File: config.mk
export PLATFORM = sky130hd
export DESIGN_NAME = trap_ctrl
export DESIGN_NICKNAME = d
export VERILOG_FILES = /design/src/rtl/trap_ctrl.sv
export SDC_FILE = /design/constraint.sdc
export NUM_CORES = 1
export LEC_CHECK = 0
export CAP_MARGIN = 20
export CORE_MARGIN = 1.5
export CORE_UTILIZATION = 25
export DETAILED_ROUTE_END_ITERATION = 10
export DONT_BUFFER_PORTS = 1
export GPL_ROUTABILITY_DRIVEN = 0
export PLACE_DENSITY = 0.42
export SLEW_MARGIN = 20
export SYNTH_ARGS = -nofsm -noshare
export SYNTH_HDL_FRONTEND = slang
export SYNTH_SLANG_ARGS = --single-unit
File: constraint.sdc
create_clock -name clk -period 4.4 [get_ports clk]
set_input_delay 0.88 -clock clk [delete_from_list [all_inputs] [get_ports clk]]
set_output_delay 0.88 -clock clk [all_outputs]
set_load 0.005 [all_outputs]
File: src/rtl/trap_ctrl.sv
// Trap sequencer: detects illegal/ecall/mret/ebreak and drives the mepc/mcause
// writes, the PC redirect and the sticky halt indication.
module trap_ctrl (
  input  logic        clk,
  input  logic        rst,
  input  logic        inst_valid,
  input  logic [63:0] pc,
  input  logic        illegal,
  input  logic        is_ecall,
  input  logic        is_mret,
  input  logic        is_ebreak,
  input  logic [63:0] mtvec,
  input  logic [63:0] mepc,
  output logic        stall,
  output logic        csr_wen,
  output logic [11:0] csr_waddr,
  output logic [63:0] csr_wdata,
  output logic        redirect_valid,
  output logic [63:0] redirect_pc,
  output logic        halt,
  output logic [31:0] trap_cnt
);

  localparam logic [11:0] AddrMepc   = 12'h341;
  localparam logic [11:0] AddrMcause = 12'h342;

  typedef enum logic [2:0] {
    StIdle,
    StSaveEpc,
    StSaveCause,
    StRedirect,
    StHalt
  } state_e;

  state_e      state_q;
  logic [63:0] epc_q;
  logic [63:0] cause_q;
  logic [63:0] ret_pc_q;
  logic        is_ret_q;
  logic [31:0] trap_cnt_q;
  logic        event_det;

  assign event_det = (state_q == StIdle) && inst_valid &&
                     (illegal || is_ecall || is_mret || is_ebreak);

  always_ff @(posedge clk) begin
    if (rst) begin
      state_q    <= StIdle;
      epc_q      <= '0;
      cause_q    <= '0;
      ret_pc_q   <= '0;
      is_ret_q   <= 1'b0;
      trap_cnt_q <= '0;
    end else begin
      unique case (state_q)
        StIdle: begin
          if (inst_valid) begin
            // Priority: illegal > ebreak > ecall > mret
            if (illegal) begin
              epc_q    <= pc;
              cause_q  <= 64'd2;
              is_ret_q <= 1'b0;
              state_q  <= StSaveEpc;
            end else if (is_ebreak) begin
              state_q <= StHalt;
            end else if (is_ecall) begin
              epc_q    <= pc;
              cause_q  <= 64'd11;
              is_ret_q <= 1'b0;
              state_q  <= StSaveEpc;
            end else if (is_mret) begin
              ret_pc_q <= mepc;
              is_ret_q <= 1'b1;
              state_q  <= StRedirect;
            end
          end
        end
        StSaveEpc:   state_q <= StSaveCause;
        StSaveCause: state_q <= StRedirect;
        StRedirect: begin
          if (!is_ret_q) trap_cnt_q <= trap_cnt_q + 32'd1;
          state_q <= StIdle;
        end
        StHalt:      state_q <= StHalt;
        default:     state_q <= StIdle;
      endcase
    end
  end

  always_comb begin
    stall          = 1'b0;
    csr_wen        = 1'b0;
    csr_waddr      = '0;
    csr_wdata      = '0;
    redirect_valid = 1'b0;
    redirect_pc    = '0;
    halt           = 1'b0;
    trap_cnt       = '0;
    if (!rst) begin
      stall    = event_det || (state_q != StIdle);
      halt     = (state_q == StHalt);
      trap_cnt = trap_cnt_q;
      unique case (state_q)
        StSaveEpc: begin
          csr_wen   = 1'b1;
          csr_waddr = AddrMepc;
          csr_wdata = epc_q;
        end
        StSaveCause: begin
          csr_wen   = 1'b1;
          csr_waddr = AddrMcause;
          csr_wdata = cause_q;
        end
        StRedirect: begin
          redirect_valid = 1'b1;
          // Trap vector is live mtvec with the mode bits cleared
          redirect_pc    = is_ret_q ? ret_pc_q : (mtvec & ~64'h3);
        end
        default: ;
      endcase
    end
  end

endmodule

==> flow_metrics.env, run 1 <==
export IMPL_diodes=0
export IMPL_crit_required_ns=3.52
export IMPL_crit_path_max_fanout=42
export IMPL_power_frac_seq_pct=45.9
export IMPL_rrSetupSlack_ns=1.71
export IMPL_netlist_instances=1037
export IMPL_cts_tree="done"
export IMPL_dr_pass1_iters=4
export IMPL_hold_slack_ns=0.4476
export IMPL_synth_top_area_share_pct=42.16
export IMPL_seq_area_frac_synth_pct=42.16
export IMPL_maxCapViolCount=0
export IMPL_die_area_um2=32600
export IMPL_drive_gt1_share_pct=5.924
export IMPL_critPathLaunchType="register"
export IMPL_die_y_um=180.6
export IMPL_yosys_area_top_type="dfxtp_1"
export IMPL_fin_nets=1183
export IMPL_worst_pin_slew_ns=0.8650
export IMPL_grt_antenna_before_repair=0
export IMPL_rr_endpoint="cause_q[0]$_SDFFE_PP0P_"
export IMPL_p_leak_uw=0.002818
export IMPL_vias=6644
export IMPL_synth_avg_cell_area_um2=7.601
export IMPL_htree_levels=4
export IMPL_rsz0062_at_grt="false"
export IMPL_rows=64
export IMPL_whs_endpoint="epc_q[23]$_SDFFE_PP0P_"
export IMPL_finalCriticalPeriod_ns=3.391
export IMPL_hp_start="epc_q[23]$_SDFFE_PP0P_"
export IMPL_port_buffers=0
export IMPL_final_cell_area_um2=8755
export IMPL_synthArstFlopShare_pct=0
export IMPL_mappedNetlistArea_um2=7883
export IMPL_ioPinCount=375
export IMPL_min_delay_path_depth=2
export IMPL_antenna_left=0
export IMPL_swShare_pct=24.39
export IMPL_clock_sinks=166
export IMPL_cts_hold_buffers=0
export IMPL_dr_wl_met2_um=11310
export IMPL_worst_hold_path_type="reg -> reg"
export IMPL_max_freq_ghz=0.2949
export IMPL_clockPowerShare_pct=47.3
export IMPL_initial_utilization_pct=25.57
export IMPL_place_hpwl_um=16110
export IMPL_wl_um=23800
export IMPL_clk_latency_ns=0.44
export IMPL_final_common_cell="nand2_1"
export IMPL_cts_repair_resized=0
export IMPL_coreArea_um2=30830
export IMPL_p_comb_share_pct=6.8
export IMPL_finalSetupTns_ns=0
export IMPL_clk_path_buf_depth=2
export IMPL_p_int_uw=2638
export IMPL_first_global_vias=6231
export IMPL_end_kind="primary output"
export IMPL_r2r_cells=5
export IMPL_slew_limit_headroom_pct=41.52
export IMPL_drt_iter0_drc=352
export IMPL_synth_edff_count=0
export IMPL_total_power_uw=3489
export IMPL_top_layer="met4"
export IMPL_ir_worst_vdd_uv=242.3
export IMPL_path_cells="nand3_2 -> inv_1 -> and3_1"
export IMPL_grtUsageTotal_pct=14.17
export IMPL_cts_buffers_inserted=17
export IMPL_grt_pass1_wl_um=36150
export IMPL_cts_root_buf="clkbuf_16"
export IMPL_ys_top_cells_by_area="dfxtp_1 (42%), nand2_1 (13%), a21oi_1 (9.3%)"
export IMPL_synth_cell_type_count=40
export IMPL_syn_to_final_growth_pct=11.06
export IMPL_p_switching_uw=851.0
export IMPL_arrival_ns=2.51
export IMPL_fillCellCount=3391
export IMPL_finalClockSkew_ns=0.009750
export IMPL_grt_max_degree=201
export IMPL_overflow=0
export IMPL_drc=0
export IMPL_drv_slew=0
export IMPL_setup_viol=0
export IMPL_worstSetupPathType="reg -> out"
export IMPL_status="finished clean"
export IMPL_slowest_stage="nand3_2"
export IMPL_crit_path_max_incr_delay_ns=0.75
export IMPL_final_hold_viol_count=0
export IMPL_routed_via_density=4.773
export IMPL_met1_length_um=10610
export IMPL_reg2reg_from="state_q[0]$_SDFFE_PP0P_"
export IMPL_place_area_um2=8112
export IMPL_synth_warnings=0
export IMPL_p_per_area_nw_per_um2=398.6
export IMPL_detail_route_wl_per_cell_um=17.10
export IMPL_mostFrequentLayoutCells="nand2_1 (276), dfxtp_1 (165), a21oi_1 (146)"
export IMPL_dieWidth_um=180.6
export IMPL_wl_met3_um=1437
export IMPL_synth_main_ff_cell="dfxtp_1"
export IMPL_ys_ff_latch=166
export IMPL_postCtsSetupBuffers=0
export IMPL_period_share_pct=77.07
export IMPL_clk_transition_reported_paths_ns=0.07
[critical path, delay by kind of cell (launching register included)]
kind,cells,cell delay [ns]
buffers and inverters,1,0.40
flip-flops,1,0.62
AND/OR/NAND/NOR,2,1.04
[synthesized netlist by cell type, types with 10 or more instances]
cell type	instances
a21oi_1	146
and2_1	61
buf_1	12
buf_2	10
buf_4	10
clkbuf_1	55
dfxtp_1	166
mux2i_1	62
nand2_1	276
nand3_1	12
nand4_1	10
nor2_1	88
nor2b_1	29
o31ai_1	12
or4_1	17
[worst max-delay path by stage]
stage,depth (start not counted),startpoint,to
finish,3,state_q[1]$_SDFFE_PP0P_,redirect_pc[1]
global route,3,state_q[1]$_SDFFE_PP0P_,redirect_pc[1]
CTS,3,state_q[1]$_SDFFE_PP0P_,redirect_pc[1]
detailed placement,4,rst,redirect_pc[1]
global placement,4,rst,redirect_pc[1]
floorplan,5,rst,trap_cnt[11]
[power groups by stage]
stage	logic [uW]	clock network (uW)	registers, uW
4_1_cts	242	1720	1600
5_1_grt	269	1780	1610
3_3_place_gp	239	0	1630
3_5_place_dp	242	0	1640
2_1_floorplan	243	0	1610
6_report	236	1650	1600
[layer usage]
metal / up-vias / global-route usage, %
met5: - / 0
met4: 0 / 4.773
met3: 26 / 4.527
met2: 204 / 23.09
met1: 3088 / 17.63
li1: 3326 / -
[final cells by class]
type                            instances  area [um^2]  area share (%)
Tap cell                              396        495.5           5.660
Timing Repair Buffer                   10        75.07          0.8575
Clock buffer                           19        452.9           5.174
Inverter                                4        15.01          0.1715
Multi-Input combinational cell        784         4199           47.96
Clock inverter                         13        190.2           2.172
Sequential cell                       166         3327           38.00
[logic make-up (layout without fill, tap and decap cells)]
logic type,Yosys count,after routing,share of synthesized area (%)
multiplexers,69,69,8.873
AO/OA/AOI/OAI,168,168,11.41
AND/OR/NAND/NOR,530,530,31.10
adder cells (fa/ha/maj),1,1,0.1587
buffers and inverters,93,46,5.254
flip-flops,166,166,42.16
other,1,7,0.04757
XOR/XNOR,9,9,0.9999
[sequential cells by signal (all words and copies together), names as in the netlist]
| register | cells |
|---|---|
| cause_q | 2 |
| ret_pc_q | 64 |
| is_ret_q | 1 |
| state_q | 3 |
| epc_q | 64 |
| trap_cnt_q | 32 |
[per-stage QoR]
step	util [%]	worst slack [ns]	cells
finish	28.40	1.009	1392
global route	28.40	0.7792	1392
CTS	28.40	0.9441	1392
detailed placement	26.31	1.114	1360
global placement	26.31	1.124	1360
floorplan	-	1.446	1043
Note: power is estimated with default switching activity, not from simulation.
==> inputs of run 2 (changes only) <==
--- a/config.mk
+++ b/config.mk
@@ -11,7 +11,7 @@
 export DETAILED_ROUTE_END_ITERATION = 10
 export DONT_BUFFER_PORTS = 1
 export GPL_ROUTABILITY_DRIVEN = 0
-export PLACE_DENSITY = 0.42
+export PLACE_DENSITY = 0.44
 export SLEW_MARGIN = 20
 export SYNTH_ARGS = -nofsm -noshare
 export SYNTH_HDL_FRONTEND = slang
==> constraint.sdc (replaced) <==
create_clock -name clk -period 2.9 [get_ports clk]
set_input_delay 0.58 -clock clk [delete_from_list [all_inputs] [get_ports clk]]
set_output_delay 0.58 -clock clk [all_outputs]
set_load 0.005 [all_outputs]
==> run 2 against run 1 <==
Hold slack got worse by 0.22 ns. Via count fell by 0.26%. Highest routed layer unchanged. Sequential share of layout area fell by 0.33 points.
==> flow_metrics.env, run 2 (synthesis gave the netlist of run 1 again) <==
export IMPL_status="finished clean"
export IMPL_antenna_left=0
export IMPL_vias=6627
export IMPL_layout_setup_ws_ns=0.2929
export IMPL_rsz0062_at_grt="false"
export IMPL_total_power_uw=5074
export IMPL_crit_required_ns=2.32
export IMPL_final_cell_area_um2=8832
export IMPL_layout_cells_non_filler=1401
export IMPL_p_switching_uw=1345
export IMPL_place_area_um2=8267
export IMPL_diodes=0
export IMPL_clock_sinks=166
export IMPL_routed_via_density=4.730
export IMPL_worstSetupPathType="reg -> out"
export IMPL_finalClockSkew_ns=0.01019
export IMPL_detail_route_wl_per_cell_um=16.90
export IMPL_mostFrequentLayoutCells="nand2_1 (276), dfxtp_1 (165), a21oi_1 (146)"
export IMPL_clk_latency_ns=0.42
export IMPL_clk_path_buf_depth=2
export IMPL_dp_slack_ns=0.6129
export IMPL_p_per_area_nw_per_um2=574.5
export IMPL_setup_viol=0
export IMPL_drv_slew=0
export IMPL_place_hpwl_um=16320
export IMPL_cts_repair_resized=0
export IMPL_coreArea_um2=30830
export IMPL_drt_iter0_drc=411
export IMPL_die_area_um2=32600
export IMPL_grt_antenna_before_repair=0
export IMPL_max_freq_ghz=0.3836
export IMPL_htree_levels=4
export IMPL_fin_nets=1192
export IMPL_first_global_vias=6304
export IMPL_dp_cells=1369
export IMPL_critPathLaunchType="register"
export IMPL_grtUsageTotal_pct=14.18
export IMPL_swShare_pct=26.51
export IMPL_die_y_um=180.6
export IMPL_finalSetupTns_ns=0
export IMPL_cts_buffers_inserted=17
export IMPL_end_kind="primary output"
export IMPL_port_buffers=0
export IMPL_maxCapViolCount=0
export IMPL_worst_hold_path_type="in -> reg"
export IMPL_ir_worst_vdd_uv=330.8
export IMPL_final_common_cell="nand2_1"
export IMPL_drc=0
export IMPL_dr_pass1_iters=4
export IMPL_slew_limit_headroom_pct=56.70
export IMPL_final_hold_viol_count=0
export IMPL_p_comb_share_pct=7.8
export IMPL_initial_utilization_pct=25.57
export IMPL_ioPinCount=375
export IMPL_grt_pass1_wl_um=36330
export IMPL_clk_transition_reported_paths_ns=0.07
export IMPL_postCtsSetupBuffers=0
export IMPL_arrival_ns=2.03
export IMPL_syn_to_final_growth_pct=12.05
export IMPL_cts_root_buf="clkbuf_16"
export IMPL_power_frac_seq_pct=47.5
export IMPL_drive_gt1_share_pct=6.667
export IMPL_grt_max_degree=201
export IMPL_overflow=0
export IMPL_p_int_uw=3729
export IMPL_worst_pin_slew_ns=0.6494
export IMPL_dieWidth_um=180.6
export IMPL_crit_path_max_fanout=46
export IMPL_cts_hold_buffers=0
export IMPL_wl_um=23670
export IMPL_finalCriticalPeriod_ns=2.607
export IMPL_rows=64
export IMPL_clockPowerShare_pct=44.6
export IMPL_period_share_pct=89.90
export IMPL_reg_largest_list="epc_q (64), ret_pc_q (64), trap_cnt_q (32)"
export IMPL_cts_tree="done"
export IMPL_p_leak_uw=0.002854
## run 2: cell count changes in the layout (fill, tap and decap cells not counted)
cell	change
clkinvlp_4	+2
inv_8	+1
inv_6	+1
clkbuf_8	-2
clkinv_2	-1
bufinv_16	-3
buf_12	+7
inv_4	+1
clkbuf_1	+1
buf_4	+2
## run 2: path summary, 6_finish.rpt
path	from	to	slack, ns	cells after the start
worst max-delay path	state_q[0]$_SDFFE_PP0P_	csr_wdata[26]	0.29	3
worst min register to register	epc_q[52]$_SDFFE_PP0P_	epc_q[52]$_SDFFE_PP0P_	0.45	2
worst min-delay path	rst	epc_q[52]$_SDFFE_PP0P_	0.22	1
worst max register to register	state_q[1]$_SDFFE_PP0P_	trap_cnt_q[31]$_SDFFE_PP0P_	0.58	4
## run 2: power by group through the flow
stage / clock network, uW / registers [uW] / logic, uW
2_1_floorplan: 0 / 2440 / 368
3_3_place_gp: 0 / 2460 / 396
6_report: 2270 / 2410 / 397
3_5_place_dp: 0 / 2460 / 404
5_1_grt: 2450 / 2420 / 450
4_1_cts: 2370 / 2410 / 404
## run 2: final cells by class
| class | instances | area, um^2 |
|---|---|---|
| clock buffers | 18 | 429.2 |
| clock inverters | 14 | 136.4 |
| fillers | 3399 | 22000 |
| inverters | 4 | 15.01 |
| multi-input cells | 784 | 4199 |
| flip-flops and latches | 166 | 3327 |
| well taps | 396 | 495.5 |
| repair buffers | 19 | 230.2 |
## run 2: metal layers
metal / up-vias / routed length [um] / global-route usage (%)
li1: 3334 / - / -
met1: 3103 / 10460 / 17.57
met2: 175 / 11650 / 23.58
met3: 15 / 1257 / 3.941
met4: 0 / 311 / 4.908
met5: - / 0 / 0
## run 2: critical path: stages (launching register included)
cell	delay [ns]
dfxtp_1	0.57
nor4b_2	0.35
buf_4	0.42
and2_1	0.25
## run 2: metrics by stage
stage | util (%) | hold WS, ns
detailed placement | 26.81 | 0.4370
global route | 28.65 | 0.1764
floorplan | - | 0.4317
CTS | 28.65 | 0.1838
finish | 28.65 | 0.2240
global placement | 26.81 | 0.4335
